[config.mk]
export PLATFORM = sky130hd
export DESIGN_NAME = calc_alu_flat
export DESIGN_NICKNAME = d
export VERILOG_FILES = /design/src/rtl/calc_alu_if.sv /design/src/rtl/calc_alu.sv /design/src/flat_wrapper.sv
export SDC_FILE = /design/constraint.sdc
export NUM_CORES = 1
export LEC_CHECK = 0
export CORE_MARGIN = 5
export CORE_UTILIZATION = 60
export CTS_CLUSTER_DIAMETER = 60
export DETAILED_ROUTE_END_ITERATION = 7
export GPL_ROUTABILITY_DRIVEN = 0
export PLACE_DENSITY_LB_ADDON = 0.25
export REMOVE_ABC_BUFFERS = 1
export SLEW_MARGIN = 10
export SYNTH_ARGS = -nofsm -noshare
export SYNTH_HDL_FRONTEND = slang
export SYNTH_SLANG_ARGS = --single-unit
export TNS_END_PERCENT = 5
[constraint.sdc]
create_clock -name CLOCK -period 3 [get_ports CLOCK]
set_input_delay 0.45 -clock CLOCK [delete_from_list [all_inputs] [get_ports CLOCK]]
set_output_delay 0.45 -clock CLOCK [all_outputs]
set_load 0.01 [all_outputs]
[src/rtl/calc_alu_if.sv]
// Operand, strobe and result bundle between the calculator FSM and calc_alu.
interface calc_alu_if #(
  parameter int unsigned WIDTH = 5
);
  logic [WIDTH-1:0] A;
  logic [WIDTH-1:0] B;
  logic             ALU_SET;
  logic [1:0]       ALU_MODE;
  logic             ALU_READ;
  logic [WIDTH-1:0] OUT_DATA;
  logic             BUSY;
  logic             VALID;
  logic             OVERFLOW;

  modport master (
    output A, B, ALU_SET, ALU_MODE, ALU_READ,
    input  OUT_DATA, BUSY, VALID, OVERFLOW
  );

  modport slave (
    input  A, B, ALU_SET, ALU_MODE, ALU_READ,
    output OUT_DATA, BUSY, VALID, OVERFLOW
  );
endinterface

[src/rtl/calc_alu.sv]
// Multi-cycle calculator ALU: 1-cycle add/sub, shift-add multiply and repeated-multiply exponent.
// Optional macro ALU_SAT_EN: overflowed results saturate instead of wrapping.
module calc_alu #(
  parameter int unsigned WIDTH = 5
) (
  input logic      CLOCK,
  input logic      RESET,
  calc_alu_if.slave alu
);

  localparam int unsigned PW    = 2 * WIDTH;
  localparam int unsigned CNT_W = $clog2(WIDTH + 1);

  localparam logic [1:0] MODE_ADD = 2'b00;
  localparam logic [1:0] MODE_SUB = 2'b01;
  localparam logic [1:0] MODE_MUL = 2'b10;
  localparam logic [1:0] MODE_EXP = 2'b11;

  typedef enum logic [1:0] {
    IDLE = 2'b00,
    CALC = 2'b01,
    DONE = 2'b10
  } state_e;

  state_e             state_q, state_d;
  logic               set_q;
  logic               arm_q, arm_d;
  logic [1:0]         mode_q, mode_d;
  logic [WIDTH-1:0]   a_q, a_d;
  logic [WIDTH-1:0]   b_q, b_d;
  logic [PW-1:0]      mcand_q, mcand_d;
  logic [WIDTH-1:0]   mplier_q, mplier_d;
  logic [PW-1:0]      prod_q, prod_d;
  logic [CNT_W-1:0]   bit_q, bit_d;
  logic [WIDTH-1:0]   exp_q, exp_d;
  logic [WIDTH-1:0]   res_q, res_d;
  logic               acc_ovf_q, acc_ovf_d;
  logic               ovf_q, ovf_d;
  logic               busy_q, busy_d;
  logic               valid_q, valid_d;

  logic [WIDTH:0]     sum_c;
  logic [WIDTH:0]     diff_c;
  logic [PW-1:0]      prod_nx_c;
  logic [WIDTH-1:0]   prod_lo_c;
  logic               prod_hi_c;
  logic               step_last_c;
  logic               start_c;
  logic               fin_c;
  logic               fin_ovf_c;

  assign sum_c       = {1'b0, a_q} + {1'b0, b_q};
  assign diff_c      = {1'b0, a_q} - {1'b0, b_q};
  assign prod_nx_c   = prod_q + (mplier_q[0] ? mcand_q : '0);
  assign prod_lo_c   = prod_nx_c[WIDTH-1:0];
  assign prod_hi_c   = |prod_nx_c[PW-1:WIDTH];
  assign step_last_c = (bit_q == CNT_W'(WIDTH - 1));
  // arm_q blocks a start until ALU_SET has been seen low since reset.
  assign start_c     = alu.ALU_SET && !set_q && arm_q;

  // Next-state, datapath and output decode.
  always_comb begin
    state_d   = state_q;
    arm_d     = arm_q | ~alu.ALU_SET;
    mode_d    = mode_q;
    a_d       = a_q;
    b_d       = b_q;
    mcand_d   = mcand_q;
    mplier_d  = mplier_q;
    prod_d    = prod_q;
    bit_d     = bit_q;
    exp_d     = exp_q;
    res_d     = res_q;
    acc_ovf_d = acc_ovf_q;
    ovf_d     = ovf_q;
    busy_d    = 1'b0;
    valid_d   = 1'b0;
    fin_c     = 1'b0;
    fin_ovf_c = 1'b0;

    case (state_q)
      IDLE: begin
        if (start_c) begin
          state_d   = CALC;
          busy_d    = 1'b1;
          mode_d    = alu.ALU_MODE;
          a_d       = alu.A;
          b_d       = alu.B;
          mcand_d   = PW'(alu.A);
          mplier_d  = (alu.ALU_MODE == MODE_EXP) ? WIDTH'(1) : alu.B;
          prod_d    = '0;
          bit_d     = '0;
          exp_d     = alu.B;
          res_d     = WIDTH'(1);
          acc_ovf_d = 1'b0;
          ovf_d     = 1'b0;
        end
      end

      CALC: begin
        if (!alu.ALU_SET) begin
          state_d = IDLE;
        end else begin
          busy_d = 1'b1;
          case (mode_q)
            MODE_ADD: begin
              fin_c     = 1'b1;
              fin_ovf_c = sum_c[WIDTH];
              res_d     = sum_c[WIDTH-1:0];
`ifdef ALU_SAT_EN
              if (sum_c[WIDTH]) res_d = '1;
`endif
            end
            MODE_SUB: begin
              fin_c     = 1'b1;
              fin_ovf_c = diff_c[WIDTH];
              res_d     = diff_c[WIDTH-1:0];
`ifdef ALU_SAT_EN
              if (diff_c[WIDTH]) res_d = '0;
`endif
            end
            MODE_MUL: begin
              prod_d   = prod_nx_c;
              mcand_d  = mcand_q << 1;
              mplier_d = mplier_q >> 1;
              bit_d    = bit_q + CNT_W'(1);
              if (step_last_c) begin
                fin_c     = 1'b1;
                fin_ovf_c = prod_hi_c;
                res_d     = prod_lo_c;
`ifdef ALU_SAT_EN
                if (prod_hi_c) res_d = '1;
`endif
              end
            end
            default: begin
              // Exponent: each completed multiply reloads the multiplier with the truncated acc.
              if (exp_q == '0) begin
                fin_c = 1'b1;
              end else begin
                prod_d   = prod_nx_c;
                mcand_d  = mcand_q << 1;
                mplier_d = mplier_q >> 1;
                bit_d    = bit_q + CNT_W'(1);
                if (step_last_c) begin
                  exp_d     = exp_q - WIDTH'(1);
                  bit_d     = '0;
                  prod_d    = '0;
                  mcand_d   = PW'(a_q);
                  mplier_d  = prod_lo_c;
                  res_d     = prod_lo_c;
                  acc_ovf_d = acc_ovf_q | prod_hi_c;
                  fin_ovf_c = acc_ovf_q | prod_hi_c;
                  if (exp_q == WIDTH'(1)) fin_c = 1'b1;
`ifdef ALU_SAT_EN
                  if (prod_hi_c) begin
                    res_d = '1;
                    fin_c = 1'b1;
                  end
`endif
                end
              end
            end
          endcase
        end
      end

      DONE: begin
        valid_d = 1'b1;
        if (!alu.ALU_SET) begin
          state_d = IDLE;
          valid_d = 1'b0;
          ovf_d   = 1'b0;
        end
      end

      default: begin
        state_d = IDLE;
      end
    endcase

    if (fin_c) begin
      state_d = DONE;
      busy_d  = 1'b0;
      valid_d = 1'b1;
      ovf_d   = fin_ovf_c;
    end
  end

  // State and datapath registers.
  always_ff @(posedge CLOCK or negedge RESET) begin
    if (!RESET) begin
      state_q   <= IDLE;
      set_q     <= 1'b0;
      arm_q     <= 1'b0;
      mode_q    <= '0;
      a_q       <= '0;
      b_q       <= '0;
      mcand_q   <= '0;
      mplier_q  <= '0;
      prod_q    <= '0;
      bit_q     <= '0;
      exp_q     <= '0;
      res_q     <= '0;
      acc_ovf_q <= 1'b0;
      ovf_q     <= 1'b0;
      busy_q    <= 1'b0;
      valid_q   <= 1'b0;
    end else begin
      state_q   <= state_d;
      set_q     <= alu.ALU_SET;
      arm_q     <= arm_d;
      mode_q    <= mode_d;
      a_q       <= a_d;
      b_q       <= b_d;
      mcand_q   <= mcand_d;
      mplier_q  <= mplier_d;
      prod_q    <= prod_d;
      bit_q     <= bit_d;
      exp_q     <= exp_d;
      res_q     <= res_d;
      acc_ovf_q <= acc_ovf_d;
      ovf_q     <= ovf_d;
      busy_q    <= busy_d;
      valid_q   <= valid_d;
    end
  end

  // Result reaches the shared bus only while the FSM is reading a valid result.
  assign alu.OUT_DATA = (valid_q && alu.ALU_READ) ? res_q : '0;
  assign alu.BUSY     = busy_q;
  assign alu.VALID    = valid_q;
  assign alu.OVERFLOW = ovf_q;

endmodule

[src/flat_wrapper.sv]
// flat-port wrapper written by rule: the top's interface ports become plain ports
module calc_alu_flat 
#(
  parameter int unsigned WIDTH = 5
)
  (CLOCK, RESET, alu_A, alu_B, alu_ALU_SET, alu_ALU_MODE, alu_ALU_READ, alu_OUT_DATA, alu_BUSY, alu_VALID, alu_OVERFLOW);
  calc_alu_if #(.WIDTH(WIDTH)) alu_i ();
  input logic CLOCK;
  input logic RESET;
  input wire logic [$bits(alu_i.A)-1:0] alu_A;
  input wire logic [$bits(alu_i.B)-1:0] alu_B;
  input wire logic [$bits(alu_i.ALU_SET)-1:0] alu_ALU_SET;
  input wire logic [$bits(alu_i.ALU_MODE)-1:0] alu_ALU_MODE;
  input wire logic [$bits(alu_i.ALU_READ)-1:0] alu_ALU_READ;
  output wire logic [$bits(alu_i.OUT_DATA)-1:0] alu_OUT_DATA;
  output wire logic [$bits(alu_i.BUSY)-1:0] alu_BUSY;
  output wire logic [$bits(alu_i.VALID)-1:0] alu_VALID;
  output wire logic [$bits(alu_i.OVERFLOW)-1:0] alu_OVERFLOW;
  assign alu_i.A = alu_A;
  assign alu_i.B = alu_B;
  assign alu_i.ALU_SET = alu_ALU_SET;
  assign alu_i.ALU_MODE = alu_ALU_MODE;
  assign alu_i.ALU_READ = alu_ALU_READ;
  assign alu_OUT_DATA = alu_i.OUT_DATA;
  assign alu_BUSY = alu_i.BUSY;
  assign alu_VALID = alu_i.VALID;
  assign alu_OVERFLOW = alu_i.OVERFLOW;
  calc_alu #(.WIDTH(WIDTH)) u_core (.CLOCK(CLOCK), .RESET(RESET), .alu(alu_i));
endmodule
==> results of run 1 <==
[routing by layer]
| metal | GRT usage [%] | share of wire [%] | vias to the layer above |
|---|---|---|---|
| met1 | 35.25 | 45 | 1568 |
| li1 | - | - | 1537 |
| met3 | 5.530 | 5.5 | 26 |
| met4 | 9.202 | 2.4 | 0 |
| met5 | 0 | 0 | - |
| met2 | 40.82 | 47 | 140 |
[cells by family after synthesis]
group | after synthesis | share of synthesized area [%]
simple gates | 140 | 17.83
compound gates | 120 | 20.10
flops | 58 | 38.80
buf+inv | 42 | 4.448
fa+ha+maj | 33 | 11.64
mux | 14 | 4.147
xor+xnor | 13 | 3.043
[cells in the final DEF (no fill, tap or decap), types with 3 or more instances in the layout]
master	instances
dfrtp_1	58
nand2b_1	6
o211ai_1	5
ha_1	30
and3_1	6
xor2_1	3
o22ai_1	5
nand3_1	16
or2_2	4
o31ai_1	4
xnor2_1	10
nand2_1	64
a21oi_1	30
clkbuf_8	11
fa_1	3
a221oi_1	5
a21o_1	7
a22oi_1	5
clkdlybuf4s50_1	22
mux2_2	12
a22o_1	3
and2_1	10
inv_1	22
nor2_1	16
nor3_1	5
a311oi_1	3
buf_4	6
o21ai_0	39
bufinv_16	3
[Yosys cell counts (all sizes together) (6+ instances only)]
cell    instances
ha             30
nand2b          6
dfrtp          58
o21ai          40
a21o            7
clkbuf         15
and2           11
and3            6
xnor2          10
mux2           12
nand2          64
nor2           16
a21oi          30
inv            23
nand3          16
[final cells by class]
cell class	count	area (um2)
inverters	23	86.33
clock buffers	11	151.4
flip-flops and latches	58	1451
well taps	75	93.84
clock inverters	5	100.1
multi-input cells	320	2130
repair buffers	29	270.3
fillers	452	1708
[timing repair]
| action | CTS | global route |
|---|---|---|
| hold endpoints to repair | 0 | 0 |
| hold buffers | 0 | 0 |
| setup endpoints to repair | 0 | 1 |
| resized for setup | 0 | 1 |
[state kept, by name, summed over array words and instances, names as in the netlist]
name                 flops
u_core.b_q               5
u_core.mcand_q          10
u_core.state_q           2
u_core.alu.BUSY          1
u_core.mplier_q          5
u_core.alu.OVERFLOW      1
u_core.a_q               5
u_core.res_q             5
u_core.arm_q             1
u_core.prod_q           10
u_core.set_q             1
u_core.exp_q             5
u_core.mode_q            2
u_core.acc_ovf_q         1
u_core.bit_q             3
u_core.alu.VALID         1
[power groups by stage]
stage	clock network, mW	logic (mW)	registers, mW
CTS	0.922	2.35	1.31
floorplan	0	1.71	1.26
global placement	0	2.25	1.31
global route	0.962	2.65	1.35
detailed placement	0	2.32	1.32
finish	0.918	2.39	1.32
[worst paths after layout]
check                      slack [ns]               start                to  depth (start not counted)
setup reg to reg                 0.25  u_core.mplier_q[0]  u_core.acc_ovf_q                          8
hold reg to reg                  0.48     u_core.res_q[4]   u_core.res_q[4]                          2
setup / recovery                 0.25  u_core.mplier_q[0]  u_core.acc_ovf_q                          8
max in group asynchronous        2.28               RESET     u_core.a_q[2]                          2
hold / removal                   0.05               RESET     u_core.b_q[1]                          1
min in group CLOCK               0.48     u_core.res_q[4]   u_core.res_q[4]                          2
[metrics by stage]
stage	power, mW	instance area (um2)	cells	setup slack (ns)	hold WS (ns)
2_1_floorplan	2.963	3661	401	0.3921	0.1544
3_3_place_gp	3.563	4025	505	0.4447	0.4185
3_5_place_dp	3.643	4025	505	0.3061	0.4210
4_1_cts	4.587	4277	521	0.1908	0.05674
5_1_grt	4.968	4283	521	0.06005	0.07394
6_report	4.633	4283	521	0.2469	0.04565
==> out/metrics.cfg, run 1 <==
[cells_and_area]
syn2layout_area_growth_pct=14.48
fin_util_pct=71.49
nNetsFinal=490
n_antenna_cell=0
drive_above_1_share_pct=10.09

[run]
cap_violations=0

[min_path]
hold_path_class=input pin to asynchronous set/reset pin

[synthesis]
synth_top_area_cell=dfrtp_1
yosys_most_used_dff=dfrtp_1
synth.yosys.seq_area_share_pct=38.80
synth.distinct_cells=51
yosysWarnings=0
ys_ff_latch=58
syn_area_per_cell_um2=8.907
ys_top_cells_by_area=dfrtp_1 39%, ha_1 10%, nand2_1 6.4%
netlist_area_um2=3741
synth_top_area_share_pct=38.80
synthArstFlopShare_pct=100.0
synth_edf_count=0
postSynthCellCount=420

[timing]
setup_viol=0
rsz0062_at_grt=no
slew_headroom_pct=52.88
finalCritPeriodShare_pct=91.77
hold_viol=0
fmax_mhz=363.2
tightest_slew_ns=0.7051
fin_crit_ns=2.753
fin_worst_skew_ns=0.006315
finalSetupTns_ns=0
drv_slew=0

[critical_path]
arrival_ns=2.96
path_buf_inv=0
slowest_delay_ns=0.50
worstSetupEndpointType=register
crit_top_cell=a21oi_1
crit_family=compound AO/OA/AOI/OAI gates
crit_chain=and2_1, ha_1, a21oi_1, o211ai_1, a221oi_1, xnor2_1, nor4_2, a21oi_1
cp_slowest_cell=dfrtp_1
cp_data_required_time_ns=3.20
path_class=register to register
path_max_fanout=11
critPathLaunchType=register

[power_and_ir_drop]
combPwrFrac_pct=51.6
power_frac_seq_pct=28.5
peakVddDrop_uv=622.4
total_leakage_power_nw=1.964
switching_share_pct=43.56
clkPwrFrac_pct=19.8
switchingPower_mw=2.018
internal_power_mw=2.615
power.density_nw_per_um2=1082

[grt]
grt_pass1_wl_mm=15.55
grt_overflow=0
grt_usage_pct=25.80
grt_max_degree=22
grt_pass1_vias=3195
antenna_found_initial=0

[die]
core-area_um2=5991
die_x_um=88.96
ios=24
initial_utilization_pct=62.45
num_rows=28
die_y_um=88.96
die_area_um2=7914

[clock_tree]
clk_latency_ns=0.34
cts.sinks=58
path_clk_slew_ns=0.07
cts_buffer_depth=2
numCtsBuffers=9
cts_tree=done
htreeDepth=3
cts_setup_buffers=0
cts-root-buf=clkbuf_8

[drt]
drt-initial-drc-count=293
wl_per_cell_um=17.78
ant_nets=0
wl_mm=9.261
via_count=3271
avgViaCountPerCell=6.278
remaining_drc_errors=0
drt_pass1_iterations=5

[status]
status=complete, no violations

[place]
numPortBuffers=23
dp_hpwl_mm=6.611

No activity file was read; power rests on OpenSTA's default activity.
==> run 2, diff against run 1 <==
--- a/config.mk
+++ b/config.mk
@@ -5,13 +5,16 @@
 export SDC_FILE = /design/constraint.sdc
 export NUM_CORES = 1
 export LEC_CHECK = 0
+export ABC_AREA = 1
 export CORE_MARGIN = 5
 export CORE_UTILIZATION = 60
 export CTS_CLUSTER_DIAMETER = 60
 export DETAILED_ROUTE_END_ITERATION = 7
 export GPL_ROUTABILITY_DRIVEN = 0
+export GPL_TIMING_DRIVEN = 0
 export PLACE_DENSITY_LB_ADDON = 0.25
 export REMOVE_ABC_BUFFERS = 1
+export SKIP_LAST_GASP = 1
 export SLEW_MARGIN = 10
 export SYNTH_ARGS = -nofsm -noshare
 export SYNTH_HDL_FRONTEND = slang
==> run 2 against run 1 <==
Effect of this change: hold slack improved by 0.12 ns; setup slack improved by 0.035 ns; utilization decreased by 3.4 points; routed wire length fell by 2.1%; sequential power barely moved; global-route usage is 0.67 points lower; total power fell by 3.8%; largest power group unchanged; non-clock buffer count decreased by 6; largest cell class unchanged; clock skew rose by 0.0019 ns; via count grew 3.7%; clock power shrank 21%.
==> out/metrics.cfg, run 2 <==
[status]
status=complete, no violations

[clock_tree]
path_clk_slew_ns=0.07
clk_latency_ns=0.34
cts-root-buf=clkbuf_8
htreeDepth=3
cts.sinks=58
numCtsBuffers=9
cts_resized=0
ctsHoldBuffers=0
cts_tree=done
cts_buffer_depth=2
cts_setup_buffers=0

[die]
die_x_um=89.69
die_area_um2=8043
die_y_um=89.69
num_rows=29
ios=24
initial_utilization_pct=60.69
core-area_um2=6277

[critical_path]
startpoint=u_core.mplier_q[0]
crit_chain=nand2_1, inv_1, ha_1, inv_1, fa_1, inv_1, nand2_1, nand2_1, nand3_1, nand3_1, nand2_1, nor2_1, nand4_1, nand2_1, nand2_1, nand2_1, nand2_1
path_max_fanout=11
arrival_ns=2.95
critPathLaunchType=register
cp_slowest_cell=dfrtp_1
cp_data_required_time_ns=3.23
worstSetupEndpointType=register
path_class=register to register
crit_top_cell=nand2_1
rr_startpoint=u_core.mplier_q[0]
slowest_delay_ns=0.57

[drt]
drt_pass1_iterations=5
remaining_drc_errors=0
via_count=3392
wl_mm=9.065
avgViaCountPerCell=5.552
wl_per_cell_um=14.84
ant_nets=0
drt-initial-drc-count=272

[synthesis]
synth_top_area_cell=dfrtp_1
synth.distinct_cells=37
ys_top_cells_by_area=dfrtp_1 38%, nand2_1 14%, ha_1 9.9%
synth_xor_area_share_pct=1.609
synth.yosys.seq_area_share_pct=38.10
synth_mux_area_share_pct=0
yosysWarnings=0
ys_ff_latch=58
yosysMostFrequentCell=nand2_1
synth_edf_count=0
ys_top_cells_by_count=146 x nand2_1, 81 x inv_1, 58 x dfrtp_1, 35 x nor2_1, 30 x ha_1
synth_top_area_share_pct=38.10
yosys_most_used_dff=dfrtp_1
synth-simple-area-share_pct=24.60
synthAdderAreaFrac_pct=11.43
synthArstFlopShare_pct=100.0
syn_area_per_cell_um2=7.559
synth_compound_area_share_pct=14.22
netlist_area_um2=3810
postSynthCellCount=504
synth_top_family_by_area=simple AND/OR/NAND/NOR gates

[timing]
fmax_mhz=367.9
fin_worst_skew_ns=0.008209
hold_viol=0
tightest_slew_ns=1.220
rsz0062_at_grt=no
finalSetupTns_ns=0
fin_crit_ns=2.718
setup_viol=0
finalCritPeriodShare_pct=90.61
slew_headroom_pct=18.37
drv_slew=0
fin_ws_ns=0.2818

[cells_and_area]
syn2layout_area_growth_pct=12.12
drive_above_1_share_pct=7.303
ff_latch_area_um2=1451
final_common_cell=nand2_1
n_antenna_cell=0
num-fill-cells=540
reg_top3=u_core.mcand_q x10, u_core.prod_q x10
fin_area_um2=4272
final_cell_mix=146 x nand2_1, 81 x inv_1, 58 x dfrtp_1, 35 x nor2_1, 30 x ha_1
nNetsFinal=578
fin_cells=611
multi_input_comb_area_um2=1976

[run]
cap_violations=0

[power_and_ir_drop]
power.density_nw_per_um2=1043
total_leakage_power_nw=2.235
peakVddDrop_uv=697.4

[place]
dp_hpwl_mm=6.580
pre_cts_slack_ns=0.07377
dp.cells=595
numPortBuffers=23
place_area_um2=4078

[grt]
grt_pass1_wl_mm=15.33
grt_usage_pct=25.12
grt_overflow=0
grt_pass1_vias=3266
antenna_found_initial=0
grt_max_degree=59

[min_path]
hold_path_class=input pin to asynchronous set/reset pin

[run 2: cell count changes after synthesis, moves of 14 or more]
cell / previous run / this run
inv_1: 22 / 81
a21oi_1: 30 / 16
nor2_1: 16 / 35
nand2_1: 64 / 146
[run 2: layout make-up]
type,instances,share of cell area (%)
clock buffer,9,2.900
sequential,58,33.98
multi-input combinational,350,46.25
tap,77,2.255
timing repair buffer,23,5.331
clock inverter,7,1.640
inverter,87,7.645
[run 2: metrics by stage]
stage	total power [mW]	util (%)	hold WS, ns
6_report	4.456	68.05	0.1628
5_1_grt	4.850	68.05	0.2256
4_1_cts	4.446	68.05	0.1926
3_5_place_dp	3.683	64.96	0.4579
3_3_place_gp	3.576	65.00	0.4522
2_1_floorplan	3.022	-	0.1544
[run 2: worst max-delay path: cells and delay by family (launching register included)]
family / cells / cell delay, ns
and+or+nand+nor: 12 / 1.19
buffers and inverters: 3 / 0.21
adders and majority gates: 2 / 0.64
DFF: 1 / 0.57
[run 2: power by group]
part           leakage [nW]  switching (mW)  internal (mW)  total (mW)
clock network        0.0990           0.347          0.381       0.728
registers             0.749           0.226           1.08        1.31
logic                  1.39            1.58          0.839        2.42
[run 2: logic make-up (layout without fill, tap and decap cells)]
kind of cell,count (synthesis),in the layout
buffers and inverters,96,126
adders and majority gates,33,33
xor gates and xnor gates,7,7
AOI/OAI and AO/OA,90,90
and+or+nand+nor,220,220
DFF,58,58
[run 2: final timing paths]
path                                        to  slack [ns]  cells past startpoint
setup / recovery           u_core.alu.OVERFLOW        0.28                     17
hold / removal                    u_core.arm_q        0.16                      1
setup reg to reg           u_core.alu.OVERFLOW        0.28                     17
hold reg to reg                   u_core.arm_q        0.47                      1
max in group asynchronous      u_core.res_q[4]        2.35                      1
min in group CLOCK                u_core.arm_q        0.47                      1
[run 2: routing by layer]
| layer | routed length (um) | GRT usage [%] | share of wire, % | vias to the layer above |
|---|---|---|---|---|
| met5 | 0 | 0 | 0 | - |
| met4 | 201 | 10.01 | 2.2 | 0 |
| met3 | 502 | 3.193 | 5.5 | 16 |
| met2 | 4280 | 40.16 | 47 | 106 |
| met1 | 4080 | 34.71 | 45 | 1601 |
| li1 | - | - | - | 1669 |
==> run 3, diff against run 2 <==
--- a/config.mk
+++ b/config.mk
@@ -7,11 +7,13 @@
 export LEC_CHECK = 0
 export ABC_AREA = 1
 export CORE_MARGIN = 5
-export CORE_UTILIZATION = 60
+export CORE_UTILIZATION = 64
+export CTS_BUF_LIST = sky130_fd_sc_hd__clkbuf_8 sky130_fd_sc_hd__clkbuf_16
 export CTS_CLUSTER_DIAMETER = 60
 export DETAILED_ROUTE_END_ITERATION = 7
 export GPL_ROUTABILITY_DRIVEN = 0
 export GPL_TIMING_DRIVEN = 0
+export HOLD_SLACK_MARGIN = 0.12
 export PLACE_DENSITY_LB_ADDON = 0.25
 export REMOVE_ABC_BUFFERS = 1
 export SKIP_LAST_GASP = 1
==> constraint.sdc (replaced) <==
create_clock -name CLOCK -period 3.36 [get_ports CLOCK]
set_input_delay 0.504 -clock CLOCK [delete_from_list [all_inputs] [get_ports CLOCK]]
set_output_delay 0.504 -clock CLOCK [all_outputs]
set_load 0.01 [all_outputs]
==> run 3 against run 2 <==
Effect of this change: cell count fell by 0.33%; maximum frequency fell by 3.1%; via count rose by 0.41%; clock skew rose by 0.0014 ns; sequential power fell by 11%; final area rose by 0.88%; first-iteration DRC count rose by 14%; hold slack improved by 0.068 ns; flip-flop and latch count did not move; critical path depth did not move; highest routed layer unchanged.
==> out/metrics.cfg, run 3 (synthesis results as in run 2) <==
[die]
initial_utilization_pct=65.12
core-area_um2=5851
die_x_um=87.16
ios=24
num_rows=28
die_area_um2=7596
die_y_um=87.16

[timing]
slew_headroom_pct=18.07
rsz0062_at_grt=no
fin_crit_ns=2.804
drv_slew=0
hold_viol=0
fmax_mhz=356.6
fin_worst_skew_ns=0.009571
setup_viol=0
tightest_slew_ns=1.224
finalCritPeriodShare_pct=83.47

[clock_tree]
cts-root-buf=clkbuf_8
htreeDepth=3
ctsHoldBuffers=0
cts_setup_buffers=0
cts_tree=done
cts_buffer_depth=2
cts_resized=0
numCtsBuffers=9
clk_latency_ns=0.34
cts.sinks=58
path_clk_slew_ns=0.07

[drt]
avgViaCountPerCell=5.593
drt-initial-drc-count=309
remaining_drc_errors=0
drt_pass1_iterations=4
via_count=3406
ant_nets=0
wl_per_cell_um=14.65
wl_mm=8.921

[critical_path]
critPathLaunchType=register
worstSetupEndpointType=register
arrival_ns=3.02
path_max_fanout=11
cp_data_required_time_ns=3.58
path_class=register to register

[cells_and_area]
num-fill-cells=449
n_antenna_cell=0
syn2layout_area_growth_pct=13.10
fin_area_um2=4309
reg_top3=u_core.mcand_q x10, u_core.prod_q x10
final_common_cell=nand2_1
drive_above_1_share_pct=6.929
fin_cells=609
ff_latch_area_um2=1451
nNetsFinal=578
final_cell_mix=146 x nand2_1, 83 x inv_1, 58 x dfrtp_1, 35 x nor2_1, 30 x ha_1
multi_input_comb_area_um2=1976

[min_path]
hold_path_class=input pin to asynchronous set/reset pin

[run]
cap_violations=0

[power_and_ir_drop]
total_leakage_power_nw=2.257
peakVddDrop_uv=653.2
power.density_nw_per_um2=951.0

[status]
status=complete, no violations

[place]
dp_hpwl_mm=6.659
dp.cells=593
numPortBuffers=23
place_area_um2=4075

[grt]
grt_overflow=0
grt_pass1_vias=3365
grt_max_degree=59
grt_usage_pct=26.00
grt_pass1_wl_mm=15.45
antenna_found_initial=0

[run 3: layout make-up]
class,count,area share (%)
multi-input cells,350,45.85
flip-flops and latches,58,33.68
inverters,87,7.578
repair buffers,23,5.285
clock buffers,9,2.875
clock inverters,7,2.555
well taps,75,2.178
[run 3: critical path, stage by stage, from the launching register on]
cell     delay (ns)
dfrtp_1        0.56
nand2_1        0.09
inv_1          0.06
ha_1           0.24
inv_1          0.10
fa_1           0.44
inv_1          0.08
nand2_1        0.06
nand2_1        0.12
nand3_1        0.10
nand3_1        0.08
nand2_1        0.08
nor2_1         0.19
nand4_1        0.18
nand2_1        0.11
nand2_1        0.05
nand2_1        0.08
nand2_1        0.06
[run 3: worst paths after layout]
check,startpoint,endpoint,slack (ns),cells past startpoint
max in group asynchronous,RESET,u_core.mplier_q[4],2.64,1
worst max register to register,u_core.mplier_q[0],u_core.alu.OVERFLOW,0.56,17
worst min register to register,u_core.arm_q,u_core.arm_q,0.47,1
min in group CLOCK,u_core.arm_q,u_core.arm_q,0.47,1
worst max-delay path,u_core.mplier_q[0],u_core.alu.OVERFLOW,0.56,17
worst min-delay path,RESET,u_core.prod_q[2],0.23,1
[run 3: routing by layer]
| layer | up-vias | part of all wire [%] | global-route usage [%] |
|---|---|---|---|
| met1 | 1576 | 43 | 33.74 |
| met4 | 0 | 2.0 | 10.04 |
| li1 | 1670 | - | - |
| met2 | 141 | 48 | 43.62 |
| met5 | - | 0 | 0 |
| met3 | 19 | 6.6 | 4.068 |
[run 3: power by group]
group          total [mW]  switching [mW]  internal, mW
combinational        2.15            1.40         0.751
clock               0.775           0.289         0.486
sequential           1.17           0.206         0.966
[run 3: per-stage QoR]
step	TNS, ns	hold slack (ns)	util [%]	worst slack (ns)	total power, mW
after CTS	0	0.2547	73.65	0.5687	4.084
final	0	0.2311	73.65	0.5556	4.098
after global routing	0	0.2903	73.65	0.3525	4.445
after detailed placement	0	0.4570	69.65	0.4290	3.287
after floorplan	0	0.2084	-	1.187	2.699
after global placement	-0.3896	0.4499	69.70	-0.009922	3.180
